<file path="config.mk">
export PLATFORM = sky130hd
export DESIGN_NAME = sram_access_sequencer
export DESIGN_NICKNAME = d
export VERILOG_FILES = /design/src/rtl/sram_access_sequencer.sv
export SDC_FILE = /design/constraint.sdc
export NUM_CORES = 1
export LEC_CHECK = 0
export ABC_CLOCK_PERIOD_IN_PS = 1600
export CAP_MARGIN = 10
export CORE_UTILIZATION = 44
export DETAILED_ROUTE_END_ITERATION = 6
export GPL_ROUTABILITY_DRIVEN = 0
export PLACE_DENSITY = 0.74
export SYNTH_ARGS = -nofsm -noshare
export SYNTH_HDL_FRONTEND = slang
export SYNTH_SLANG_ARGS = --single-unit
</file>
<file path="constraint.sdc">
create_clock -name clk -period 1.6 [get_ports clk]
set_input_delay 0.32 -clock clk [delete_from_list [all_inputs] [get_ports clk]]
set_output_delay 0.32 -clock clk [all_outputs]
set_load 0.1 [all_outputs]
</file>
<file path="src/rtl/sram_access_sequencer.sv">
//------------------------------------------------------------------------------
// sram_access_sequencer
//
// Front-end controller for the 2R/1W wordline decoder of the SRAM macro.
// Accepts one request per handshake (up to two reads plus one write). It then
// sequences the precharge, wordline/sense and write phases, captures the
// sensed read data, and returns one response pulse per non-null request.
//
// Ports
//   clk, rst_n               clock (rising edge), asynchronous active-low reset
//   i_req_valid/o_req_ready  request handshake; ready is high only in IDLE
//   i_req_rd_en[1:0]         [1] = read port 1 (raddr1), [0] = read port 2
//   i_req_we                 write request
//   i_req_raddr1/2, i_req_waddr, i_req_wdata   request fields
//   o_address_1              decoder address 1 (read port 1 and write port)
//   o_address_2              decoder address 2 (read port 2)
//   o_read_enable[1:0]       decoder read enables, same mapping as rd_en
//   o_write_enable           decoder write enable
//   o_precharge_n            bitline precharge, active low
//   o_sense_en               sense-amp enable
//   o_bl_wdata               write bitline data
//   i_bl_rdata1/2            sensed bitline data for read port 1/2
//   o_rsp_valid              one-cycle response pulse, no backpressure
//   o_rsp_rdata1/2           response read data, 0 for ports not enabled
//------------------------------------------------------------------------------
`timescale 1ns/1ps
module sram_access_sequencer #(
  parameter int ADDR_W  = 7,
  parameter int DATA_W  = 32,
  parameter int PRE_CYC = 1,
  parameter int WL_CYC  = 2
) (
  input  logic              clk,
  input  logic              rst_n,
  input  logic              i_req_valid,
  output logic              o_req_ready,
  input  logic [1:0]        i_req_rd_en,
  input  logic              i_req_we,
  input  logic [ADDR_W-1:0] i_req_raddr1,
  input  logic [ADDR_W-1:0] i_req_raddr2,
  input  logic [ADDR_W-1:0] i_req_waddr,
  input  logic [DATA_W-1:0] i_req_wdata,
  output logic [ADDR_W-1:0] o_address_1,
  output logic [ADDR_W-1:0] o_address_2,
  output logic [1:0]        o_read_enable,
  output logic              o_write_enable,
  output logic              o_precharge_n,
  output logic              o_sense_en,
  output logic [DATA_W-1:0] o_bl_wdata,
  input  logic [DATA_W-1:0] i_bl_rdata1,
  input  logic [DATA_W-1:0] i_bl_rdata2,
  output logic              o_rsp_valid,
  output logic [DATA_W-1:0] o_rsp_rdata1,
  output logic [DATA_W-1:0] o_rsp_rdata2
);

  localparam int MAX_CYC = (PRE_CYC > WL_CYC) ? PRE_CYC : WL_CYC;
  localparam int CNT_W   = (MAX_CYC > 1) ? $clog2(MAX_CYC) : 1;
  localparam logic [CNT_W-1:0] PRE_LAST = CNT_W'(PRE_CYC - 1);
  localparam logic [CNT_W-1:0] WL_LAST  = CNT_W'(WL_CYC - 1);

  typedef enum logic [2:0] {
    S_IDLE,
    S_PRE,
    S_READ,
    S_PRE_W,
    S_WRITE,
    S_RESP
  } state_t;

  state_t             r_state;
  logic [CNT_W-1:0]   r_cnt;

  // Latched request
  logic [1:0]         r_rd_en;
  logic               r_we;
  logic [ADDR_W-1:0]  r_raddr1;
  logic [ADDR_W-1:0]  r_raddr2;
  logic [ADDR_W-1:0]  r_waddr;
  logic [DATA_W-1:0]  r_wdata;

  // Registered outputs
  logic               r_req_ready;
  logic [ADDR_W-1:0]  r_address_1;
  logic [ADDR_W-1:0]  r_address_2;
  logic [1:0]         r_read_enable;
  logic               r_write_enable;
  logic               r_precharge_n;
  logic               r_sense_en;
  logic [DATA_W-1:0]  r_bl_wdata;
  logic               r_rsp_valid;

  state_t             w_state_next;
  logic [CNT_W-1:0]   w_cnt_next;
  logic               w_accept;
  logic               w_capture;
  logic               w_enter_resp;
  logic [DATA_W-1:0]  w_bl_rdata [2];

  assign w_accept     = i_req_valid & r_req_ready;
  // Sensed data is valid at the end of the last wordline cycle of READ.
  assign w_capture    = (r_state == S_READ) && (r_cnt == WL_LAST);
  assign w_enter_resp = (w_state_next == S_RESP);

  // Index matches the rd_en bit of each read port.
  assign w_bl_rdata[1] = i_bl_rdata1;
  assign w_bl_rdata[0] = i_bl_rdata2;

  always_comb begin
    w_state_next = r_state;
    w_cnt_next   = r_cnt + 1'b1;
    case (r_state)
      S_IDLE: begin
        w_cnt_next = '0;
        // Null requests are accepted but never leave IDLE.
        if (w_accept && ((i_req_rd_en != 2'b00) || i_req_we))
          w_state_next = S_PRE;
      end
      S_PRE: begin
        if (r_cnt == PRE_LAST) begin
          w_cnt_next   = '0;
          w_state_next = (r_rd_en != 2'b00) ? S_READ : S_WRITE;
        end
      end
      S_READ: begin
        if (r_cnt == WL_LAST) begin
          w_cnt_next   = '0;
          w_state_next = r_we ? S_PRE_W : S_RESP;
        end
      end
      S_PRE_W: begin
        if (r_cnt == PRE_LAST) begin
          w_cnt_next   = '0;
          w_state_next = S_WRITE;
        end
      end
      S_WRITE: begin
        if (r_cnt == WL_LAST) begin
          w_cnt_next   = '0;
          w_state_next = S_RESP;
        end
      end
      S_RESP: begin
        w_cnt_next   = '0;
        w_state_next = S_IDLE;
      end
      default: begin
        w_cnt_next   = '0;
        w_state_next = S_IDLE;
      end
    endcase
  end

  // Outputs are registered from the next state, so each phase's drive values
  // appear exactly in the cycles the FSM spends in that phase.
  always_ff @(posedge clk or negedge rst_n) begin
    if (!rst_n) begin
      r_state        <= S_IDLE;
      r_cnt          <= '0;
      r_rd_en        <= '0;
      r_we           <= 1'b0;
      r_raddr1       <= '0;
      r_raddr2       <= '0;
      r_waddr        <= '0;
      r_wdata        <= '0;
      r_req_ready    <= 1'b1;
      r_address_1    <= '0;
      r_address_2    <= '0;
      r_read_enable  <= '0;
      r_write_enable <= 1'b0;
      r_precharge_n  <= 1'b1;
      r_sense_en     <= 1'b0;
      r_bl_wdata     <= '0;
      r_rsp_valid    <= 1'b0;
    end else begin
      r_state <= w_state_next;
      r_cnt   <= w_cnt_next;

      if (w_accept) begin
        r_rd_en  <= i_req_rd_en;
        r_we     <= i_req_we;
        r_raddr1 <= i_req_raddr1;
        r_raddr2 <= i_req_raddr2;
        r_waddr  <= i_req_waddr;
        r_wdata  <= i_req_wdata;
      end

      r_req_ready    <= (w_state_next == S_IDLE);
      r_precharge_n  <= !((w_state_next == S_PRE) || (w_state_next == S_PRE_W));
      r_read_enable  <= (w_state_next == S_READ) ? r_rd_en : 2'b00;
      r_write_enable <= (w_state_next == S_WRITE);
      r_sense_en     <= (w_state_next == S_READ) && (w_cnt_next == WL_LAST);
      r_bl_wdata     <= (w_state_next == S_WRITE) ? r_wdata : '0;
      r_rsp_valid    <= w_enter_resp;

      // address_1 is shared by read port 1 and the write port.
      if (w_state_next == S_READ)
        r_address_1 <= r_raddr1;
      else if (w_state_next == S_WRITE)
        r_address_1 <= r_waddr;
      else
        r_address_1 <= '0;
      r_address_2 <= (w_state_next == S_READ) ? r_raddr2 : '0;
    end
  end

  // Per read port: capture sensed data, then publish it on RESP entry.
  for (genvar gi = 0; gi < 2; gi++) begin : g_port
    logic [DATA_W-1:0] r_cap;
    logic [DATA_W-1:0] r_rsp_rdata;

    always_ff @(posedge clk or negedge rst_n) begin
      if (!rst_n) begin
        r_cap       <= '0;
        r_rsp_rdata <= '0;
      end else begin
        if (w_capture)
          r_cap <= w_bl_rdata[gi];
        // Read-only requests enter RESP on the capture edge itself, so the
        // live bitline data must bypass the capture register then.
        if (w_enter_resp) begin
          if (!r_rd_en[gi])
            r_rsp_rdata <= '0;
          else if (w_capture)
            r_rsp_rdata <= w_bl_rdata[gi];
          else
            r_rsp_rdata <= r_cap;
        end
      end
    end
  end

  assign o_req_ready    = r_req_ready;
  assign o_address_1    = r_address_1;
  assign o_address_2    = r_address_2;
  assign o_read_enable  = r_read_enable;
  assign o_write_enable = r_write_enable;
  assign o_precharge_n  = r_precharge_n;
  assign o_sense_en     = r_sense_en;
  assign o_bl_wdata     = r_bl_wdata;
  assign o_rsp_valid    = r_rsp_valid;
  assign o_rsp_rdata1   = g_port[1].r_rsp_rdata;
  assign o_rsp_rdata2   = g_port[0].r_rsp_rdata;

endmodule

</file>
==> results of run 1 <==
how the worst max path moves through the flow:
| stage | startpoint | to | slack [ns] | cells after the start |
|---|---|---|---|---|
| final | r_state[0] | o_bl_wdata[24] | -0.25 | 8 |
| after detailed placement | i_req_rd_en[0] | o_req_ready | -0.46 | 7 |
| after global routing | r_state[0] | o_req_ready | -0.31 | 9 |
| after global placement | i_req_rd_en[0] | o_req_ready | -0.38 | 7 |
| after floorplan | o_req_ready | o_rsp_rdata1[13] | -0.16 | 6 |
| after CTS | r_state[2] | o_rsp_rdata1[24] | -0.23 | 6 |
flip-flops by register name (all words and copies together), names as in the netlist:
register / cells
g_port.r_cap: 64
o_address_1: 7
o_address_2: 7
o_bl_wdata: 32
o_precharge_n: 1
o_read_enable: 2
o_req_ready: 1
o_rsp_rdata1: 32
o_rsp_rdata2: 32
o_rsp_valid: 1
o_sense_en: 1
o_write_enable: 1
r_cnt: 1
r_raddr1: 7
r_raddr2: 7
r_rd_en: 2
r_state: 3
r_waddr: 7
r_wdata: 32
r_we: 1
per-stage QoR:
stage / TNS, ns / power, W
final: -29.29 / 0.03714
after global routing: -39.92 / 0.03863
after CTS: -24.07 / 0.03692
after detailed placement: -51.81 / 0.02995
after global placement: -47.04 / 0.02951
after floorplan: -14.89 / 0.02209
power by group through the flow:
stage | registers (W) | clock network [W] | logic (W)
final | 0.0106 | 0.00583 | 0.0207
after global routing | 0.0109 | 0.00621 | 0.0215
after CTS | 0.0106 | 0.00596 | 0.0204
after detailed placement | 0.0106 | 0 | 0.0193
after global placement | 0.0105 | 0 | 0.0190
after floorplan | 0.0178 | 0 | 0.00427
cell usage after synthesis:
cell type / number
a21oi_1: 7
xnor2_1: 1
buf_4: 1
o41ai_4: 1
buf_1: 3
o211ai_1: 7
nor4bb_1: 1
a21oi_4: 1
buf_6: 6
mux2_2: 120
inv_2: 1
or3b_2: 1
nor3_1: 4
nor2_1: 5
mux2i_1: 65
nand3_1: 1
clkbuf_1: 16
nand2b_2: 1
nand2b_1: 3
nor2b_1: 1
nand2_1: 67
dfstp_2: 2
inv_1: 67
o21ai_0: 7
o21a_1: 1
nor4b_1: 1
dfrtp_1: 239
o21ai_1: 1
o22ai_1: 1
or3b_1: 1
buf_2: 12
and3_1: 42
worst reg2reg max path, stage by stage (launching register included):
cell and delay, ns:
dfrtp_2 0.46, buf_4 0.16, nor2_4 0.03, buf_4 0.13, nor4b_4 0.13, buf_4 0.16, nor2_4 0.30, clkbuf_16 0.23
and3_4 0.18
cell families after synthesis:
family	share of synthesized area (%)
AOI/OAI and AO/OA	1.987
xor gates and xnor gates	0.09400
buffers and inverters	4.954
DFF	64.74
muxes	21.48
and+or+nand+nor	6.740
timing repair:
| item | CTS | global route |
|---|---|---|
| endpoints found under the setup margin | 184 | 184 |
| buffers inserted | 13 | 9 |
| hold buffers | 1 | 0 |
| gates resized for setup | 61 | 36 |
| pin swaps | 14 | 10 |
| hold endpoints to repair | 29 | 0 |
| cloned | 5 | 6 |
area by class of cell:
class / count / area share (%)
Clock buffer: 37 / 4.877
Inverter: 68 / 1.713
Clock inverter: 9 / 0.6508
Sequential cell: 241 / 39.77
Multi-Input combinational cell: 340 / 20.42
Timing Repair Buffer: 316 / 30.34
Tap cell: 270 / 2.224
cells in the final DEF, fill, tap and decap left out, types with 28 or more instances in the layout:
cell type / netlist / final
inv_1: 67 / 66
nand2_1: 67 / 65
clkdlybuf4s50_1: 0 / 121
buf_4: 1 / 32
buf_12: 0 / 135
mux2_2: 120 / 98
and3_1: 42 / 28
clkbuf_16: 0 / 30
dfrtp_1: 239 / 236
mux2i_1: 65 / 62
metal layers:
metal	global-route usage (%)	vias up
met5	0	-
met4	5.361	0
met3	6.049	40
met2	36.04	202
met1	28.21	3121
li1	-	2910
==> results.md, run 1 <==
- Outcome: finished with violations
- Failing checks: setup timing
- Critical path arrival: 2.30 ns
- Top delay family on crit path: buffers and inverters
- Routed length on met3: 1639 um
- Worst r2r src: r_state[0]
- Register share of total power: 28.5%
- Register area: 0.006041 mm^2
- H-tree lvl count: 1
- Port Buf Inserts: 239
- GRT Resource Usage Total: 21.71%
- Syn Inst Count: 687
- Syn avg cell area: 13.56 um^2
- Overall routed net length: 23870 um
- Worst-path clk slew: 0.06 ns
- Largest net degree at the start of global routing: 51
- Vias in the first global route: 6806
- Seq cells post-synth: 241
- Starting Density: 45.47%
- Drt first pass iters: 4
- CP endpoint kind: flip-flop
- Hold Fails Final Rpt: 0
- CTS tree: yes
- Routed Antenna Nets: 0
- Root Driver: clkbuf_16
- Share of the synthesized area in the top cell type: 64.18%
- R2R setup slack: -0.25 ns
- IO Pins: 240
- WP buf/inv: 4
- Ordered list of cells on the worst path: buf_4, nor2_4, buf_4, nor4b_4, buf_4, nor2_4, clkbuf_16, and3_4
- Switching share of total power: 43.96%
- Slew headroom: 72.55%
- Crit-path max FO: 10
- Clock share of power: 15.7%
- Die span in x: 147.5 um
- Max_cap viols: 0
- Rows: 52
- Peak Freq: 0.5402 GHz
- Dpl cells: 1207
- Met2 wire length: 11850 um
- Worst skew pair latency: 0.51 ns
- WL met1: 9837 um
- TritonCTS Buffers: 25
- Layout Utilization: 74.11%
- Hpwl dp: 15360 um
- Layout cells sized above 1: 39.37%
- Die Ht: 147.5 um
- Top sig layer: met4
- WP data required: 2.05 ns
- RSZ-0062 raised after global routing: yes
- Drt wl/cell: 18.63 um
- CTS Buffer Depth: 3
- First-pass GRT wire length: 37050 um
- Worst Hold Class: in -> async
- Reg2Reg Depth: 8
- Starting DRT DRC Count: 247
- Syn-to-layout area delta: 62.98%
- Cell Int Power: 0.02081 W
- Vias/cell: 4.897
- Grt ovf: 0
- Cell area power density: 2445 mW/mm^2
- Syn Std Cell Area: 0.009319 mm^2
- Final setup viols: 183
- YS warnings: 0
- Post-synthesis sequential area ratio: 64.74%
- Worst-Margin Slew: 0.4118 ns
- Core Footprint: 0.02049 mm^2
- Peak supply drop: 1.148 mV
- CP most frequent cell: buf_4
- Fin nets: 1115
- Clock Skews: 0.008853 ns
- Type of origin of the critical path: flip-flop
- Antenna Cells: 0
- CTS Sinks: 241
- Synth cell types: 32
- Psw: 0.01633 W
- Hold_ws: 0.3049 ns
- Worst r2r dst: o_bl_wdata[24]
- Synthesized Nets: 810
- Main area contributors after synthesis: dfrtp_1 (64%), mux2_2 (15%), mux2i_1 (7.0%)
- Yosys top cell by area: dfrtp_1
- Multi-input logic area: 0.003102 mm^2
- Initial antenna violation count: 0
- Layout Cells excl Fill: 1281
- Leak: 7.327 nW
- CP max stage delay: 0.46 ns
- Min cycle time layout: 1.851 ns
- Slowest-stage cell, CP: dfrtp_2
- PnR worst setup slack: -0.2512 ns
- Setup CP Type: reg -> reg
- Final Slew Violations: 0
- Fillers: 1334
- Final instance area: 0.01519 mm^2
- Cell Area, Placed: 0.01366 mm^2
- Via Count: 6273
- Placement-stage worst setup slack: -0.4633 ns
- Period utilization: 115.7%
- Logic gate share of total power: 55.8%
- Number of remaining DRC errors: 0
- Die area: 0.02177 mm^2
(Power assumes the default switching activity.)
==> run 2: changes to the inputs <==
--- a/config.mk
+++ b/config.mk
@@ -10,7 +10,7 @@
 export CORE_UTILIZATION = 44
 export DETAILED_ROUTE_END_ITERATION = 6
 export GPL_ROUTABILITY_DRIVEN = 0
-export PLACE_DENSITY = 0.74
+export PLACE_DENSITY = 0.87
 export SYNTH_ARGS = -nofsm -noshare
 export SYNTH_HDL_FRONTEND = slang
 export SYNTH_SLANG_ARGS = --single-unit
==> results.md, run 2 (same netlist as run 1, synthesis figures left out) <==
- Outcome: finished with violations
- Failing checks: setup timing
- Slew headroom: 68.66%
- Most frequent cells in the layout: dfrtp_1 (236), buf_12 (132), clkdlybuf4s50_1 (121), mux2_2 (68), inv_1 (67)
- Critical path arrival: 2.30 ns
- Die area: 0.02177 mm^2
- IO Pins: 240
- Core Footprint: 0.02049 mm^2
- Drt wl/cell: 20.31 um
- Fin nets: 1111
- CTS Sinks: 241
- Max reg flops: 64
- Syn-to-layout area delta: 62.18%
- Final Power: 0.03710 W
- Routed Antenna Nets: 0
- Reg2Reg Depth: 8
- Period utilization: 117.9%
- Rows: 52
- Worst Hold Class: in -> async
- TritonCTS Buffers: 25
- Final setup viols: 181
- Peak Freq: 0.5303 GHz
- Via Count: 6493
- Largest reg by FF count: g_port.r_cap
- Final instance area: 0.01511 mm^2
- Die span in x: 147.5 um
- Cell Area, Placed: 0.01363 mm^2
- Cell Int Power: 0.02045 W
- PnR worst setup slack: -0.2859 ns
- Clock share of power: 15.5%
- Crit-path max FO: 11
- First-pass GRT wire length: 39940 um
- Psw: 0.01665 W
- Commonest non-fill, non-tap cell in the layout: dfrtp_1
- Ordered list of cells on the worst path: buf_4, or3b_4, o41ai_4, buf_4, o22ai_4, buf_6, buf_12, mux2i_1
- Clock Skews: 0.009437 ns
- RSZ-0062 raised after global routing: yes
- Starting Density: 45.47%
- Logic gate share of total power: 55.7%
- H-tree lvl count: 1
- Cell area power density: 2455 mW/mm^2
- Setup crit start: r_state[1]
- Slowest-stage cell, CP: or3b_4
- Peak supply drop: 1.727 mV
- Vias in the first global route: 7074
- Drt first pass iters: 4
- Layout cells sized above 1: 38.71%
- Overall routed net length: 25900 um
- GRT Resource Usage Total: 23.79%
- Setup CP Type: reg -> reg
- CP endpoint kind: flip-flop
- R2R setup slack: -0.29 ns
- Port Buf Inserts: 239
- Die Ht: 147.5 um
- Switching share of total power: 44.88%
- Number of remaining DRC errors: 0
- Initial antenna violation count: 0
- Register share of total power: 28.8%
- Root Driver: clkbuf_16
- Min cycle time layout: 1.886 ns
- Worst r2r src: r_state[1]
- Antenna Cells: 0
- Final Slew Violations: 0
- Starting DRT DRC Count: 333
- Hold_ws: 0.2814 ns
- WP data required: 2.02 ns
- Hpwl dp: 16180 um
- CP most frequent cell: buf_4
- Worst-path clk slew: 0.06 ns
- Grt ovf: 0
- Top delay family on crit path: buffers and inverters
- CTS tree: yes
- CTS Buffer Depth: 3
- Vias/cell: 5.093
- Max_cap viols: 0
- Worst r2r dst: o_rsp_rdata1[15]
- Leak: 7.321 nW
- Hold Fails Final Rpt: 0
- Worst-Margin Slew: 0.4665 ns
- CP max stage delay: 0.40 ns
- Largest net degree at the start of global routing: 59
- Worst skew pair latency: 0.51 ns
- Type of origin of the critical path: flip-flop
- WP buf/inv: 4
## run 2: changes by cell type in the layout (fill, tap and decap cells not counted), moves of 4 or more
cell	change
buf_4	+5
and3_1	+11
nand2_2	+10
mux2_2	-30
clkbuf_16	-4
and3_4	-11
o21ai_0	+5
nand2_1	-10
mux2_4	+30
## run 2: final cells by class
cell class                 count  area, um^2
sequential                   241        6041
tap                          270       337.8
multi-input combinational    340        3177
fill                        1221        5381
timing repair buffer         312        4488
clock buffer                  33       695.7
clock inverter                11       113.9
inverter                      68       260.3
## run 2: what timing repair did
action	4_1_cts	5_1_grt
pin swaps	4	11
gates resized for setup	66	51
gates cloned	8	2
endpoints found under the hold margin	34	0
hold buffers	1	0
buffers inserted	11	5
endpoints found under the setup margin	183	183
## run 2: layer usage
metal	GRT usage (%)	routed length, um
met1	28.87	9912
met2	41.46	13300
met5	0	0
met3	6.821	2013
met4	6.289	674
## run 2: power groups by stage
stage | Clock, W | Sequential (W) | Combinational [W]
CTS | 0.00583 | 0.0106 | 0.0204
floorplan | 0 | 0.0178 | 0.00427
global placement | 0 | 0.0105 | 0.0189
global route | 0.00611 | 0.0109 | 0.0214
detailed placement | 0 | 0.0107 | 0.0194
finish | 0.00574 | 0.0107 | 0.0207
## run 2: worst max-delay path by stage
stage | endpoint | slack [ns] | cells after the start
after detailed placement | o_rsp_rdata1[4] | -0.54 | 7
after CTS | o_rsp_rdata1[15] | -0.26 | 8
after global placement | o_rsp_rdata1[30] | -0.44 | 7
after floorplan | o_rsp_rdata1[13] | -0.16 | 6
after global routing | o_rsp_rdata2[10] | -0.33 | 8
final | o_rsp_rdata1[15] | -0.29 | 8
## run 2: metrics by stage
stage                     setup TNS (ns)  instances  worst slack, ns  util (%)
after floorplan                   -14.89        687          -0.1558         -
after global placement            -57.71       1209          -0.4377     66.49
after detailed placement          -64.75       1209          -0.5427     66.49
after CTS                         -27.52       1272          -0.2648     73.05
after global routing              -37.38       1275          -0.3315     73.74
final                             -25.12       1275          -0.2859     73.74
==> run 3: changes to the inputs <==
--- a/config.mk
+++ b/config.mk
@@ -10,6 +10,7 @@
 export CORE_UTILIZATION = 44
 export DETAILED_ROUTE_END_ITERATION = 6
 export GPL_ROUTABILITY_DRIVEN = 0
+export MAX_ROUTING_LAYER = met4
 export PLACE_DENSITY = 0.87
 export SYNTH_ARGS = -nofsm -noshare
 export SYNTH_HDL_FRONTEND = slang
==> results.md, run 3 (same netlist as run 1, synthesis figures left out) <==
- Worst Hold Class: in -> async
- GRT Resource Usage Total: 24.51%
- Type of origin of the critical path: flip-flop
- Hpwl dp: 16180 um
- Fillers: 1183
- Clock Skews: 0.01114 ns
- CP endpoint kind: flip-flop
- Final Power: 0.03781 W
- PnR worst setup slack: -0.3112 ns
- Commonest non-fill, non-tap cell in the layout: dfrtp_1
- Final Slew Violations: 0
- Outcome: finished with violations
- First-pass GRT wire length: 39760 um
- Max_cap viols: 0
- Period utilization: 119.4%
- Crit-path max FO: 6
- Number of remaining DRC errors: 0
- Peak supply drop: 1.732 mV
- Vias in the first global route: 7114
- Worst-Margin Slew: 0.4927 ns
- Fin nets: 1118
- Core Footprint: 0.02049 mm^2
- Layout Utilization: 75.33%
- CTS Sinks: 241
- Worst-path clk slew: 0.06 ns
- Starting Density: 45.47%
- Largest reg by FF count: g_port.r_cap
- H-tree lvl count: 1
- Hold_ws: 0.2775 ns
- Rows: 52
- Root Driver: clkbuf_16
- Leak: 7.420 nW
- Most frequent cells in the layout: dfrtp_1 (236), buf_12 (134), clkdlybuf4s50_1 (121), inv_1 (66), mux2_2 (64)
- Die Ht: 147.5 um
- Die area: 0.02177 mm^2
- Routed Antenna Nets: 0
- Setup CP Type: reg -> reg
- WP data required: 2.01 ns
- Antenna Cells: 0
- Min cycle time layout: 1.911 ns
- Final setup viols: 183
- Largest net degree at the start of global routing: 59
- Layout cells sized above 1: 42.00%
- Max reg flops: 64
- Grt ovf: 0
- Drt first pass iters: 4
- CTS tree: yes
- Syn-to-layout area delta: 65.67%
- Slew headroom: 67.15%
- Die span in x: 147.5 um
- Initial antenna violation count: 0
- Via Count: 6523
- Cell area power density: 2449 mW/mm^2
- Vias/cell: 5.088
- Worst skew pair latency: 0.51 ns
- CTS Buffer Depth: 3
- Critical path arrival: 2.32 ns
- Overall routed net length: 27070 um
- IO Pins: 240
- Failing checks: setup timing
- TritonCTS Buffers: 25
- Peak Freq: 0.5232 GHz
- Port Buf Inserts: 239
- Starting DRT DRC Count: 225
- Hold Fails Final Rpt: 0
- Drt wl/cell: 21.11 um
- RSZ-0062 raised after global routing: yes
## run 3: cell types whose count changed in the layout (fill, tap and decap cells not counted), sizes merged
| cell | delta |
|---|---|
| clkbuf | +5 |
| buf | +2 |
## run 3: area by class of cell
class / instances / area (um^2) / area share [%]
multi-input cells: 340 / 3317 / 21.48
well taps: 270 / 337.8 / 2.188
inverters: 68 / 262.8 / 1.702
flip-flops and latches: 241 / 6041 / 39.13
repair buffers: 319 / 4671 / 30.25
clock inverters: 11 / 113.9 / 0.7375
clock buffers: 33 / 695.7 / 4.506
## run 3: worst paths after layout
kind                                start          endpoint  slack [ns]  cells past startpoint
max                            r_state[0]  o_rsp_rdata1[15]       -0.31                      6
min                                 rst_n    o_bl_wdata[28]        0.28                      2
max reg2reg                    r_state[0]  o_rsp_rdata1[15]       -0.31                      6
min reg2reg                    r_wdata[9]     o_bl_wdata[9]        0.49                      1
max in group asynchronous           rst_n        r_wdata[7]        0.68                      3
min in group clk           i_req_wdata[1]        r_wdata[1]        0.42                      2
## run 3: metal layers
layer / wire, um / global-route usage (%) / up-vias / share of wire [%]
met4: 705 / 6.289 / 0 / 2.6
met3: 1902 / 6.019 / 49 / 7.0
met2: 14050 / 41.46 / 243 / 52
met1: 10410 / 29.37 / 3347 / 38
met5: 0 / - / - / 0
li1: - / - / 2884 / -
## run 3: timing repair
action | 4_1_cts | 5_1_grt
hold endpoints to repair | 34 | 0
setup buffers | 11 | 8
gates resized for setup | 66 | 109
hold buffers | 1 | 0
setup endpoints to repair | 183 | 183
pin swaps | 4 | 27
cloned | 8 | 9
## run 3: power breakdown
part	internal (W)	leakage (nW)	switching (W)	total, W
sequential	0.00879	3.04	0.00194	0.0107
clock	0.00338	0.398	0.00238	0.00576
combinational	0.00867	3.98	0.0127	0.0213
total	0.0208	7.42	0.0170	0.0378
## run 3: metrics by stage
stage          instance area [um^2]  instances  worst slack, ns  setup TNS, ns
2_1_floorplan                  9409        687          -0.1558         -14.89
3_3_place_gp                  13630       1209          -0.4377         -57.71
3_5_place_dp                  13630       1209          -0.5427         -64.75
4_1_cts                       14970       1272          -0.2648         -27.52
5_1_grt                       15440       1282          -0.3494         -38.78
6_report                      15440       1282          -0.3112         -29.34
## run 3: critical path: stages (launching register included)
cell and delay, ns:
dfrtp_2 0.47, or3b_4 0.43, a21oi_4 0.22, o22ai_4 0.14
buf_8 0.19, buf_12 0.14, mux2i_1 0.21
